## src/rtl/regfile_write_arbiter.sv

```systemverilog
// Owns the register-file write port: merges ALU and mult/div writebacks through an in-order FIFO.
// Optional store-to-read forwarding of pending data is enabled by defining REGFILE_WB_FWD_EN.
module regfile_write_arbiter #(
    parameter int DEPTH  = 4,
    parameter int DATA_W = 32,
    parameter int ADDR_W = 5
) (
    input  logic                    clock,
    input  logic                    ctrl_reset,
    input  logic                    alu_valid,
    output logic                    alu_ready,
    input  logic [ADDR_W-1:0]       alu_reg,
    input  logic [DATA_W-1:0]       alu_data,
    input  logic                    md_valid,
    output logic                    md_ready,
    input  logic [ADDR_W-1:0]       md_reg,
    input  logic [DATA_W-1:0]       md_data,
    input  logic                    wb_stall,
    output logic                    ctrl_writeEnable,
    output logic [ADDR_W-1:0]       ctrl_writeReg,
    output logic [DATA_W-1:0]       data_writeReg,
    input  logic [ADDR_W-1:0]       query_regA,
    input  logic [ADDR_W-1:0]       query_regB,
    output logic                    pendingA,
    output logic                    pendingB,
    output logic [$clog2(DEPTH):0]  fifo_count,
    output logic [DATA_W-1:0]       fwd_dataA,
    output logic [DATA_W-1:0]       fwd_dataB
);
    localparam int PTR_W = $clog2(DEPTH);
    localparam int CNT_W = PTR_W + 1;
    localparam logic [CNT_W-1:0] DEPTH_C = CNT_W'(DEPTH);
    localparam logic [CNT_W-1:0] CNT_ONE = CNT_W'(1);
    localparam logic [PTR_W-1:0] PTR_ONE = PTR_W'(1);

    logic [ADDR_W-1:0] reg_mem_q  [DEPTH];
    logic [ADDR_W-1:0] reg_mem_d  [DEPTH];
    logic [DATA_W-1:0] data_mem_q [DEPTH];
    logic [DATA_W-1:0] data_mem_d [DEPTH];
    logic [PTR_W-1:0]  head_q, head_d, tail_q, tail_d;
    logic [CNT_W-1:0]  count_q, count_d;
    logic              pop_s, space_s, md_fire_s, alu_fire_s, push_s, not_empty_s;
    logic [ADDR_W-1:0] push_reg_s;
    logic [DATA_W-1:0] push_data_s;
    logic [PTR_W-1:0]  slot_s  [DEPTH];
    logic [DEPTH-1:0]  hit_a_s, hit_b_s;

    // Handshake, drain decision and write-port drive
    always_comb begin
        not_empty_s      = (count_q != {CNT_W{1'b0}});
        pop_s            = not_empty_s & ~wb_stall & ~ctrl_reset;
        space_s          = ((count_q < DEPTH_C) | pop_s) & ~ctrl_reset;
        md_ready         = space_s;
        alu_ready        = space_s & ~md_valid;
        md_fire_s        = md_valid & md_ready;
        alu_fire_s       = alu_valid & alu_ready;
        push_reg_s       = md_fire_s ? md_reg  : alu_reg;
        push_data_s      = md_fire_s ? md_data : alu_data;
        // Writes to the hardwired zero register are acknowledged and dropped
        push_s           = (md_fire_s | alu_fire_s) & (push_reg_s != {ADDR_W{1'b0}});
        ctrl_writeEnable = pop_s;
        ctrl_writeReg    = not_empty_s ? reg_mem_q[head_q]  : {ADDR_W{1'b0}};
        data_writeReg    = not_empty_s ? data_mem_q[head_q] : {DATA_W{1'b0}};
        fifo_count       = count_q;
    end

    // FIFO next-state: enqueue at tail, dequeue at head, occupancy update
    always_comb begin
        head_d     = head_q;
        tail_d     = tail_q;
        count_d    = count_q;
        reg_mem_d  = reg_mem_q;
        data_mem_d = data_mem_q;
        if (ctrl_reset) begin
            head_d  = {PTR_W{1'b0}};
            tail_d  = {PTR_W{1'b0}};
            count_d = {CNT_W{1'b0}};
        end else begin
            if (push_s) begin
                reg_mem_d[tail_q]  = push_reg_s;
                data_mem_d[tail_q] = push_data_s;
                tail_d             = tail_q + PTR_ONE;
            end else begin
                tail_d = tail_q;
            end
            head_d = pop_s ? (head_q + PTR_ONE) : head_q;
            case ({push_s, pop_s})
                2'b10:   count_d = count_q + CNT_ONE;
                2'b01:   count_d = count_q - CNT_ONE;
                default: count_d = count_q;
            endcase
        end
    end

    // State register
    always_ff @(posedge clock) begin
        head_q     <= head_d;
        tail_q     <= tail_d;
        count_q    <= count_d;
        reg_mem_q  <= reg_mem_d;
        data_mem_q <= data_mem_d;
    end

    // Hazard match per entry, walked oldest (k=0) to youngest
    always_comb begin
        for (int k = 0; k < DEPTH; k++) begin
            slot_s[k]  = head_q + PTR_W'(k);
            hit_a_s[k] = (CNT_W'(k) < count_q) & (reg_mem_q[slot_s[k]] == query_regA) &
                         (query_regA != {ADDR_W{1'b0}}) & ~ctrl_reset;
            hit_b_s[k] = (CNT_W'(k) < count_q) & (reg_mem_q[slot_s[k]] == query_regB) &
                         (query_regB != {ADDR_W{1'b0}}) & ~ctrl_reset;
        end
        pendingA = |hit_a_s;
        pendingB = |hit_b_s;
    end

`ifdef REGFILE_WB_FWD_EN
    // Forward the youngest matching entry; later hits overwrite earlier ones
    always_comb begin
        fwd_dataA = {DATA_W{1'b0}};
        fwd_dataB = {DATA_W{1'b0}};
        for (int k = 0; k < DEPTH; k++) begin
            fwd_dataA = hit_a_s[k] ? data_mem_q[slot_s[k]] : fwd_dataA;
            fwd_dataB = hit_b_s[k] ? data_mem_q[slot_s[k]] : fwd_dataB;
        end
    end
`else
    assign fwd_dataA = {DATA_W{1'b0}};
    assign fwd_dataB = {DATA_W{1'b0}};
`endif

endmodule
```

## config.mk

```make
export PLATFORM = sky130hd
export DESIGN_NAME = regfile_write_arbiter
export DESIGN_NICKNAME = d
export VERILOG_FILES = /design/src/rtl/regfile_write_arbiter.sv
export SDC_FILE = /design/constraint.sdc
export NUM_CORES = 1
export LEC_CHECK = 0
export CAP_MARGIN = 20
export CORE_MARGIN = 2
export CORE_UTILIZATION = 45
export DETAILED_ROUTE_END_ITERATION = 6
export PLACE_DENSITY = 0.77
export SLEW_MARGIN = 25
export SYNTH_ARGS = -nofsm -noshare
export SYNTH_HDL_FRONTEND = slang
export SYNTH_SLANG_ARGS = --single-unit
```

## constraint.sdc

```tcl
create_clock -name clock -period 2.74 [get_ports clock]
set_clock_uncertainty 0.2 [all_clocks]
set_input_delay 0.411 -clock clock [delete_from_list [all_inputs] [get_ports clock]]
set_output_delay 0.411 -clock clock [all_outputs]
set_load 0.03 [all_outputs]
```

==> qor.yml, run 1 <==
final-setup-viol-count: 3
finalWorstPathRequiredPeriod_ns: 3.04
synth_cells: 525
setup.worst_path.start: "head_q[0]"
starting_drc_count_in_detailed_routing: 308
grt-ovfl-total: 0
status: "finished with violations"
chipHeight_um: 137
area.growth.synth_to_final_pct: 33.6
finalWirelength_um: 18900
route.detailed.wl_per_inst_um: 19.7
dieArea_um2: 18800
hold_path_startpoint: "tail_q[0]"
gpl.final_weighted_congestion: 0.920
start_util_pct: 46.0
detailed_place_hpwl_um: 13100
dp_worst_setup_slack_ns: -0.0628
netlist_area_um2: 7960
power_leakage_nw: 3.86
cp_endpoint_kind: "output port"
drive_gt1_share_pct: 35.0
fin_util_pct: 61.5
finalNetCount: 817
h-tree-depth: 4
clockRootBuffer: "clkbuf_16"
drt_drc_violations_left: 0
top_layer_used_by_detailed_routing: "met4"
synth_edf_count: 148
synth-seq-area-share_pct: 57.6
numPlacedInstances: 902
grt_resource_usage_total_pct: 20.5
setup_repair_after_global_routing_missed_its_margin: "yes"
postLayoutSetupSlackWorst_ns: -0.299
fin_crit_sh_pct: 111
num_vias: 4971
routed-wl-met2_um: 9710
worstHoldPathType: "reg -> reg"
critPathArrivalTime_ns: 2.43
skew_pair_late_insertion_delay_ns: 0.41
cts.clk_slew.worst_paths_ns: 0.07
ioPinCount: 198
detail_route.first_pass.iterations: 4
wl_met3_um: 1360
timing.critical_path.from_type: "register"
finalPower_mw: 7.62
fp.coreArea_um2: 17300
syn_area_per_cell_um2: 15.2
grt_max_degree: 29
routed_via_density: 5.19
powerDensity_nw_per_um2: 717
dominantRegCellSynth: "edfxtp_1"
synth.ff_latch_count: 155
cts_hold_repair.buffers: 0
place.port_buffers: 133
async_flop_share_pct: 0
r2r-start: "fifo_count[2]"
critical_path_peak_fanout: 8
slew_viol_final: 0
cp_data_required_time_ns: 2.13
antenna_cells_inserted: 0
grt_first_pass_wirelength_um: 28300
max_clock_freq_mhz: 329
violations: "setup timing"
final_hold_viol_count: 0
number_of_antenna_violations_at_the_first_check_in_global_routing: 0
route.antenna.remaining_nets: 0
fin_cells: 957
yosysUniqueCellTypes: 40
worst-r2r-cell-count: 6
floorplan.die.width_um: 137
cts-buffers-inserted: 17
clkSinkCount: 155
timing.max_cap.violations: 0
via_count_of_the_first_global_routing_pass: 5005
row_count: 48
clock_path_buffers: 2
vdd.ir_drop.worst_mv: 0.427
m1WireLength_um: 7390
criticalPathCategory: "reg -> out"
min_path_cells: 2
synthesis.yosys.warnings: 0
cts_tree: "yes"
final.setup.tns_ns: -0.567
logic make-up (layout without fill, tap and decap cells):
| family | count (synthesis) | count (layout) | share of synthesized area, % |
|---|---|---|---|
| buffers and inverters | 103 | 246 | 8.25 |
| adders and majority gates | 9 | 9 | 1.41 |
| and+or+nand+nor | 88 | 89 | 6.18 |
| DFF | 155 | 155 | 57.6 |
| xor gates and xnor gates | 43 | 43 | 4.73 |
| other | 1 | 64 | 0.0471 |
| AOI/OAI and AO/OA | 24 | 24 | 1.96 |
| muxes | 102 | 102 | 19.8 |
synthesized netlist by cell type, drive strengths merged, types with 6 or more instances:
library cell  number  share of area (%)
edfxtp           148                 56
buf               78                7.1
mux2              44                6.2
mux4              40                 11
nor2b             37                2.9
xor2              22                2.4
xnor2             21                2.3
mux2i             18                2.3
clkbuf            17               0.80
nor2              16               0.75
a21oi              9               0.57
ha                 9                1.4
inv                8               0.38
dfxtp              7                1.8
nand4              7               0.55
nor3               6               0.38
critical path: stages (launching register included):
cell and delay, ns:
dfxtp_4 0.42, buf_12 0.14, buf_8 0.12, mux2i_2 0.30
xnor2_1 0.18, nor2_2 0.08, a21oi_2 0.22, o32ai_2 0.10
a211o_2 0.32, buf_6 0.14
layout by cell type, fill, tap and decap left out, types with 3 or more instances in the layout:
master,n
xnor2_2,3
clkdlybuf4s15_2,3
buf_12,18
clkdlybuf4s50_1,93
and2_2,4
clkinv_4,5
a21oi_1,8
clkbuf_16,17
buf_6,4
nand4_1,7
nand3_1,5
edfxtp_1,148
o21ai_0,4
mux2_2,40
mux2_4,4
inv_6,4
nor2_1,15
nor2b_1,36
mux2i_4,4
mux2i_1,10
buf_4,59
buf_2,24
nor3_1,4
mux4_2,40
xor2_1,22
xnor2_1,18
ha_1,9
nand2_1,3
mux2i_2,4
conb_1,64
inv_1,8
dfxtp_1,5
metrics by stage:
stage	instance area, µm²	hold WS [ns]
floorplan	8220	0.338
global placement	9780	0.366
detailed placement	9780	0.391
CTS	10700	0.407
global route	10600	0.445
finish	10600	0.402
final cells by class:
cell class                 instances  area (µm²)
fill                            1250        6660
tap                              225         282
sequential                       155        4590
inverter                           8        30.0
clock inverter                    15         160
clock buffer                      17         425
timing repair buffer             206        2020
multi-input combinational        331        3130
path summary, 6_finish.rpt:
| check | to | slack [ns] |
|---|---|---|
| max | pendingB | -0.30 |
| min | tail_q[0] | 0.40 |
| max reg2reg | data_mem_q[27] | 0.47 |
| min reg2reg | tail_q[0] | 0.40 |
registers in the layout (all words and copies together), names as in the netlist:
name,cells
data_mem_q,128
fifo_count,3
head_q,2
reg_mem_q,20
tail_q,2
layer usage:
metal / vias to the layer above / track usage (%)
li1: 2227 / -
met2: 257 / 35.2
met3: 29 / 5.07
met4: 0 / 7.73
met5: - / 0
met1: 2458 / 25.2
timing repair:
action | 4_1_cts | 5_1_grt
setup buffers | 15 | 6
resized for setup | 124 | 61
gates cloned | 2 | 0
endpoints found under the setup margin | 39 | 29
pin swaps | 8 | 4
report_power, final:
group / switching, mW / internal, mW
Combinational: 1.37 / 1.19
Clock: 0.977 / 1.28
Sequential: 0.0586 / 2.74
Total: 2.41 / 5.22
(Power assumes the default switching activity.)
==> run 2, diff against run 1 <==
--- a/config.mk
+++ b/config.mk
@@ -7,9 +7,10 @@
 export LEC_CHECK = 0
 export CAP_MARGIN = 20
 export CORE_MARGIN = 2
-export CORE_UTILIZATION = 45
+export CORE_UTILIZATION = 55
 export DETAILED_ROUTE_END_ITERATION = 6
-export PLACE_DENSITY = 0.77
+export DONT_BUFFER_PORTS = 1
+export PLACE_DENSITY = 0.73
 export SLEW_MARGIN = 25
 export SYNTH_ARGS = -nofsm -noshare
 export SYNTH_HDL_FRONTEND = slang
==> qor.yml, run 2 (same netlist as run 1, synthesis figures left out) <==
gpl.final_weighted_congestion: 0.841  # -8.6%
starting_drc_count_in_detailed_routing: 252  # -18%
worstHoldPathType: "in -> reg"
cts.clk_slew.worst_paths_ns: 0.06  # about the same
slew_viol_final: 0  # unchanged
drt_drc_violations_left: 0  # unchanged
numPlacedInstances: 736  # -18%
drive_gt1_share_pct: 35.2  # +0.21 points
r2r-start: "fifo_count[2]"
layout.cells.most_common_list: "edfxtp_1, conb_1, buf_4, mux2_2, mux4_2"
vdd.ir_drop.worst_mv: 0.500  # +17%
timing.critical_path.from_type: "register"
area.sequential_um2: 4590  # unchanged
dp_worst_setup_slack_ns: -0.0136  # +0.0492 ns
critical_path_peak_fanout: 7  # -1
hold_path_startpoint: "wb_stall"
start_util_pct: 56.9  # +11 points
place.port_buffers: 0  # -100%
grt_resource_usage_total_pct: 21.4  # +0.89 points
violations: "setup timing"
criticalPathCategory: "reg -> out"
tightest_pin_transition_ns: 0.961
cp_data_required_time_ns: 2.13  # about the same
dieArea_um2: 15500  # -18%
ioPinCount: 198  # unchanged
grt_first_pass_wirelength_um: 25200  # -11%
route.detailed.wl_per_inst_um: 20.9  # +5.9%
placement.cell_area_um2: 8350  # -15%
grt-ovfl-total: 0  # unchanged
finalWirelength_um: 16200  # -14%
routed_via_density: 5.61  # +8.1%
setup_repair_after_global_routing_missed_its_margin: "yes"
worst_r2r_endpoint: "data_mem_q[72]"
clkSinkCount: 155  # unchanged
final_hold_viol_count: 0  # unchanged
registers.top_by_ff_count: "data_mem_q"
fp.coreArea_um2: 14000  # -19%
multiInputGateArea_um2: 3110  # -0.68%
regToRegSetupSlack_ns: 0.21  # -0.26 ns
critPathArrivalTime_ns: 2.39  # -0.04 ns
via_count_of_the_first_global_routing_pass: 4586  # -8.4%
power_leakage_nw: 3.16  # -18%
largest_reg_flops: 128  # unchanged
num_vias: 4345  # -13%
grt_max_degree: 34  # +17%
antenna_cells_inserted: 0  # unchanged
worst-r2r-cell-count: 4  # -2
min_path_cells: 3  # +1
fin_crit_sh_pct: 110  # -1.3 points
floorplan.die.width_um: 124  # -9.3%
area.growth.synth_to_final_pct: 14.3
h-tree-depth: 4  # unchanged
chipHeight_um: 124  # -9.3%
timing.slew.headroom_pct: 35.9
detail_route.first_pass.iterations: 4  # unchanged
powerDensity_nw_per_um2: 768  # +7.1%
skew_pair_late_insertion_delay_ns: 0.41  # about the same
layout.filler_cells: 992  # -21%
detailed_place_hpwl_um: 11300  # -14%
clock_path_buffers: 2  # unchanged
cp_endpoint_kind: "output port"
most_common_library_cell_in_the_layout_ignoring_fill_and_taps: "edfxtp_1"
timing.hold.worst_endpoint: "head_q[0]"
final-setup-viol-count: 2  # -1
stdcell_area_um2: 9100  # -14%
timing.max_cap.violations: 0  # unchanged
finalPower_mw: 6.99  # -8.3%
finalWorstPathRequiredPeriod_ns: 3.00  # -0.0356 ns
row_count: 43  # -10%
route.antenna.remaining_nets: 0  # unchanged
clockRootBuffer: "clkbuf_16"
fin_util_pct: 65.1  # +3.6 points
max_clock_freq_mhz: 333  # +1.2%
postLayoutSetupSlackWorst_ns: -0.263  # +0.0356 ns
status: "finished with violations"
cts-buffers-inserted: 17  # unchanged
cts_tree: "yes"
number_of_antenna_violations_at_the_first_check_in_global_routing: 0  # unchanged
finalNetCount: 679  # -17%
fin_cells: 774  # -19%
==> run 2: cell type report <==
cell class / count / share of cell area (%)
clock inverter: 15 / 1.31
clock buffer: 17 / 4.67
multi-input combinational: 330 / 34.1
sequential: 155 / 50.4
inverter: 8 / 0.330
timing repair buffer: 69 / 6.65
tap: 180 / 2.47
==> run 2: critical path: stages (launching register included) <==
cell and delay, ns:
dfxtp_4 0.41, mux4_2 0.58, or3_1 0.36, a211o_1 0.27, a21oi_2 0.17, a211o_4 0.17
==> run 2: metal layers <==
layer	GRT usage (%)	up-vias	wire [µm]
met5	0	-	0
met4	6.08	0	237
met3	5.93	18	1260
met2	35.2	209	8040
met1	28.3	2170	6650
li1	-	1948	-
==> run 2: repair_timing <==
item                                    CTS  global route
pin swaps                                 3             2
gates resized for setup                   7            27
hold endpoints to repair                  7             0
setup buffers                             2             3
hold buffers                              1             0
endpoints found under the setup margin   14            24
==> run 2: how the worst max path moves through the flow <==
stage	startpoint	to	slack, ns	cells past startpoint
global route	head_q[0]	pendingB	-0.36	7
CTS	head_q[0]	pendingA	-0.29	7
finish	head_q[0]	pendingB	-0.26	5
global placement	head_q[0]	pendingB	0.003	5
detailed placement	head_q[0]	pendingB	-0.01	5
floorplan	fifo_count[0]	fifo_count[2]	0.04	8
==> run 2: per-stage QoR <==
step | hold slack, ns | TNS [ns]
after floorplan | 0.338 | 0
after global placement | 0.282 | 0
after detailed placement | 0.288 | -0.0649
after CTS | 0.0374 | -0.579
after global routing | 0.0413 | -0.759
final | 0.0535 | -0.467
==> run 2: power breakdown <==
group,leakage [nW],switching [mW],internal [mW]
sequential,1.41,0.0521,2.74
clock,0.257,0.945,1.17
combinational,1.49,1.22,0.868
total,3.16,2.21,4.78
==> run 3, diff against run 2 <==
--- a/config.mk
+++ b/config.mk
@@ -6,6 +6,7 @@
 export NUM_CORES = 1
 export LEC_CHECK = 0
 export CAP_MARGIN = 20
+export CORE_ASPECT_RATIO = 0.6
 export CORE_MARGIN = 2
 export CORE_UTILIZATION = 55
 export DETAILED_ROUTE_END_ITERATION = 6
==> qor.yml, run 3 (same netlist as run 1, synthesis figures left out) <==
num_vias: 4421  # +1.7%
clkSinkCount: 155  # unchanged
finalPower_mw: 7.22  # +3.3%
setup_repair_after_global_routing_missed_its_margin: "yes"
cp_endpoint_kind: "output port"
stdcell_area_um2: 9210  # +1.2%
starting_drc_count_in_detailed_routing: 331  # +31%
fin_util_pct: 64.3  # -0.81 points
grt_first_pass_wirelength_um: 25000  # -0.77%
clock_power_share_pct: 31.9  # +1.6 points
area.growth.synth_to_final_pct: 15.7
layout.filler_cells: 990  # -0.20%
number_of_antenna_violations_at_the_first_check_in_global_routing: 0  # unchanged
grt_resource_usage_total_pct: 21.6  # +0.17 points
cts.clk_slew.worst_paths_ns: 0.06  # about the same
seq_power_share_pct: 38.7  # -1.2 points
final.setup.tns_ns: -1.54  # -1.08 ns
vdd.ir_drop.worst_mv: 0.390  # -22%
netSwitchingFraction_pct: 30.9  # -0.79 points
timing.hold.ws_ns: 0.0326  # -0.0209 ns
most_common_library_cell_in_the_layout_ignoring_fill_and_taps: "edfxtp_1"
slew_viol_final: 0  # unchanged
drt_drc_violations_left: 0  # unchanged
worstHoldPathType: "in -> reg"
cts_tree: "yes"
start_util_pct: 55.5  # -1.4 points
grt_max_degree: 38  # +12%
path_common_cell: "mux2_2"
detail_route.first_pass.iterations: 5  # +1
finalWirelength_um: 16400  # +1.5%
total_switching_power_mw: 2.23  # +0.74%
setup.worst_path.start: "head_q[0]"
largest_reg_flops: 128  # unchanged
antenna_cells_inserted: 0  # unchanged
chipHeight_um: 97.2  # -22%
tightest_pin_transition_ns: 0.558  # -0.403 ns
violations: "setup timing"
criticalPathCategory: "reg -> out"
multiInputGateArea_um2: 3100  # -0.24%
power_frac_comb_pct: 29.4  # -0.4 points
postLayoutSetupSlackWorst_ns: -0.287  # -0.0237 ns
final_hold_viol_count: 0  # unchanged
timing.max_cap.violations: 0  # unchanged
fp.coreArea_um2: 14300  # +2.5%
clockRootBuffer: "clkbuf_16"
skew_pair_late_insertion_delay_ns: 0.41  # about the same
detailed_place_hpwl_um: 11500  # +2.4%
fin_crit_sh_pct: 110  # +0.86 points
cp_data_required_time_ns: 2.13  # about the same
grt-ovfl-total: 0  # unchanged
internal_power_mw: 4.99  # +4.5%
critPathArrivalTime_ns: 2.42  # +0.03 ns
finalNetCount: 682  # +0.44%
place.port_buffers: 0  # unchanged
via_count_of_the_first_global_routing_pass: 4324  # -5.7%
finalWorstPathRequiredPeriod_ns: 3.03  # +0.0237 ns
status: "finished with violations"
gpl.final_weighted_congestion: 0.830  # -1.3%
power_leakage_nw: 3.21  # +1.7%
route.antenna.remaining_nets: 0  # unchanged
ioPinCount: 198  # unchanged
final-setup-viol-count: 19  # +17
powerDensity_nw_per_um2: 784  # +2.1%
layout.cells.most_common_list: "edfxtp_1, conb_1, buf_4, mux2_2, mux4_2"
max_clock_freq_mhz: 330  # -0.78%
drive_gt1_share_pct: 35.2  # about the same
clock_path_buffers: 2  # unchanged
r2r-start: "fifo_count[2]"
hold_path_startpoint: "wb_stall"
critical_path_top_delay_cell: "dfxtp_4"
critical_path_peak_fanout: 7  # unchanged
row_count: 34  # -21%
routed_via_density: 5.56  # -0.94%
h-tree-depth: 4  # unchanged
route.detailed.wl_per_inst_um: 20.7  # -1.2%
dieArea_um2: 15500  # +0.21%
cts-buffers-inserted: 17  # unchanged
timing.slew.headroom_pct: 62.6  # +27 points
area.sequential_um2: 4590  # unchanged
critical-path-max-stage-delay_ns: 0.42  # -0.16 ns
worst_path_cell_trace: "mux2_2 -> mux2_2 -> xor2_1 -> nor4_2 -> nand4b_1 -> nand4_1 -> buf_12"
timing.critical_path.from_type: "register"
registers.top_by_ff_count: "data_mem_q"
floorplan.die.width_um: 159  # +28%
placement.cell_area_um2: 8390  # +0.42%
[run 3: changes by cell type in the layout (fill, tap and decap cells not counted), sizes merged]
cell and change:
clkinvlp -4, clkbuf +2, bufinv +2, clkinv +1, buf +1, inv +1
[run 3: area by class of cell]
| class | count | share of cell area, % |
|---|---|---|
| Clock inverter | 15 | 1.82 |
| Clock buffer | 17 | 4.62 |
| Multi-Input combinational cell | 330 | 33.6 |
| Sequential cell | 155 | 49.8 |
| Inverter | 8 | 0.326 |
| Timing Repair Buffer | 72 | 7.07 |
| Tap cell | 198 | 2.69 |
[run 3: what timing repair did]
item                                    in CTS  in global routing
hold buffers                                 1                  0
setup buffers                                4                  2
cloned                                       0                  1
endpoints found under the hold margin        7                  0
resized for setup                           24                  7
endpoints found under the setup margin      20                 30
pin swaps                                    6                  3
[run 3: final timing paths]
kind              slack (ns)  depth (start not counted)            end
setup / recovery       -0.29                          7       pendingA
hold / removal          0.03                          3      head_q[0]
setup reg to reg        0.26                          7  fifo_count[2]
hold reg to reg         0.38                          2  fifo_count[0]
[run 3: critical path: cells and delay by family, from the launching register on]
family	cells	cell delay, ns
buffers and inverters	1	0.14
flip-flops	1	0.42
multiplexers	2	0.70
XOR/XNOR	1	0.19
AND/OR/NAND/NOR	3	0.56
[run 3: power groups by stage]
stage,Combinational [mW],Sequential (mW),Clock [mW]
global placement,1.96,2.84,0
CTS,2.08,2.79,2.34
floorplan,1.50,2.83,0
detailed placement,1.98,2.84,0
finish,2.13,2.79,2.31
global route,2.26,2.80,2.45
[run 3: per-layer routing]
metal  up-vias  wire length (µm)  GRT usage, %  part of all wire (%)
li1       1960                 -             -                     -
met1      2223              7760          34.0                    47
met2       234              7360          31.2                    45
met3         4              1250          4.65                   7.6
met4         0                51          4.62                  0.31
met5         -                 0             0                     0
[run 3: stage by stage]
step,setup WS (ns),std cells
after floorplan,0.0382,588
after global placement,-0.0724,754
after detailed placement,-0.0361,754
after CTS,-0.246,791
after global routing,-0.404,795
final,-0.287,795
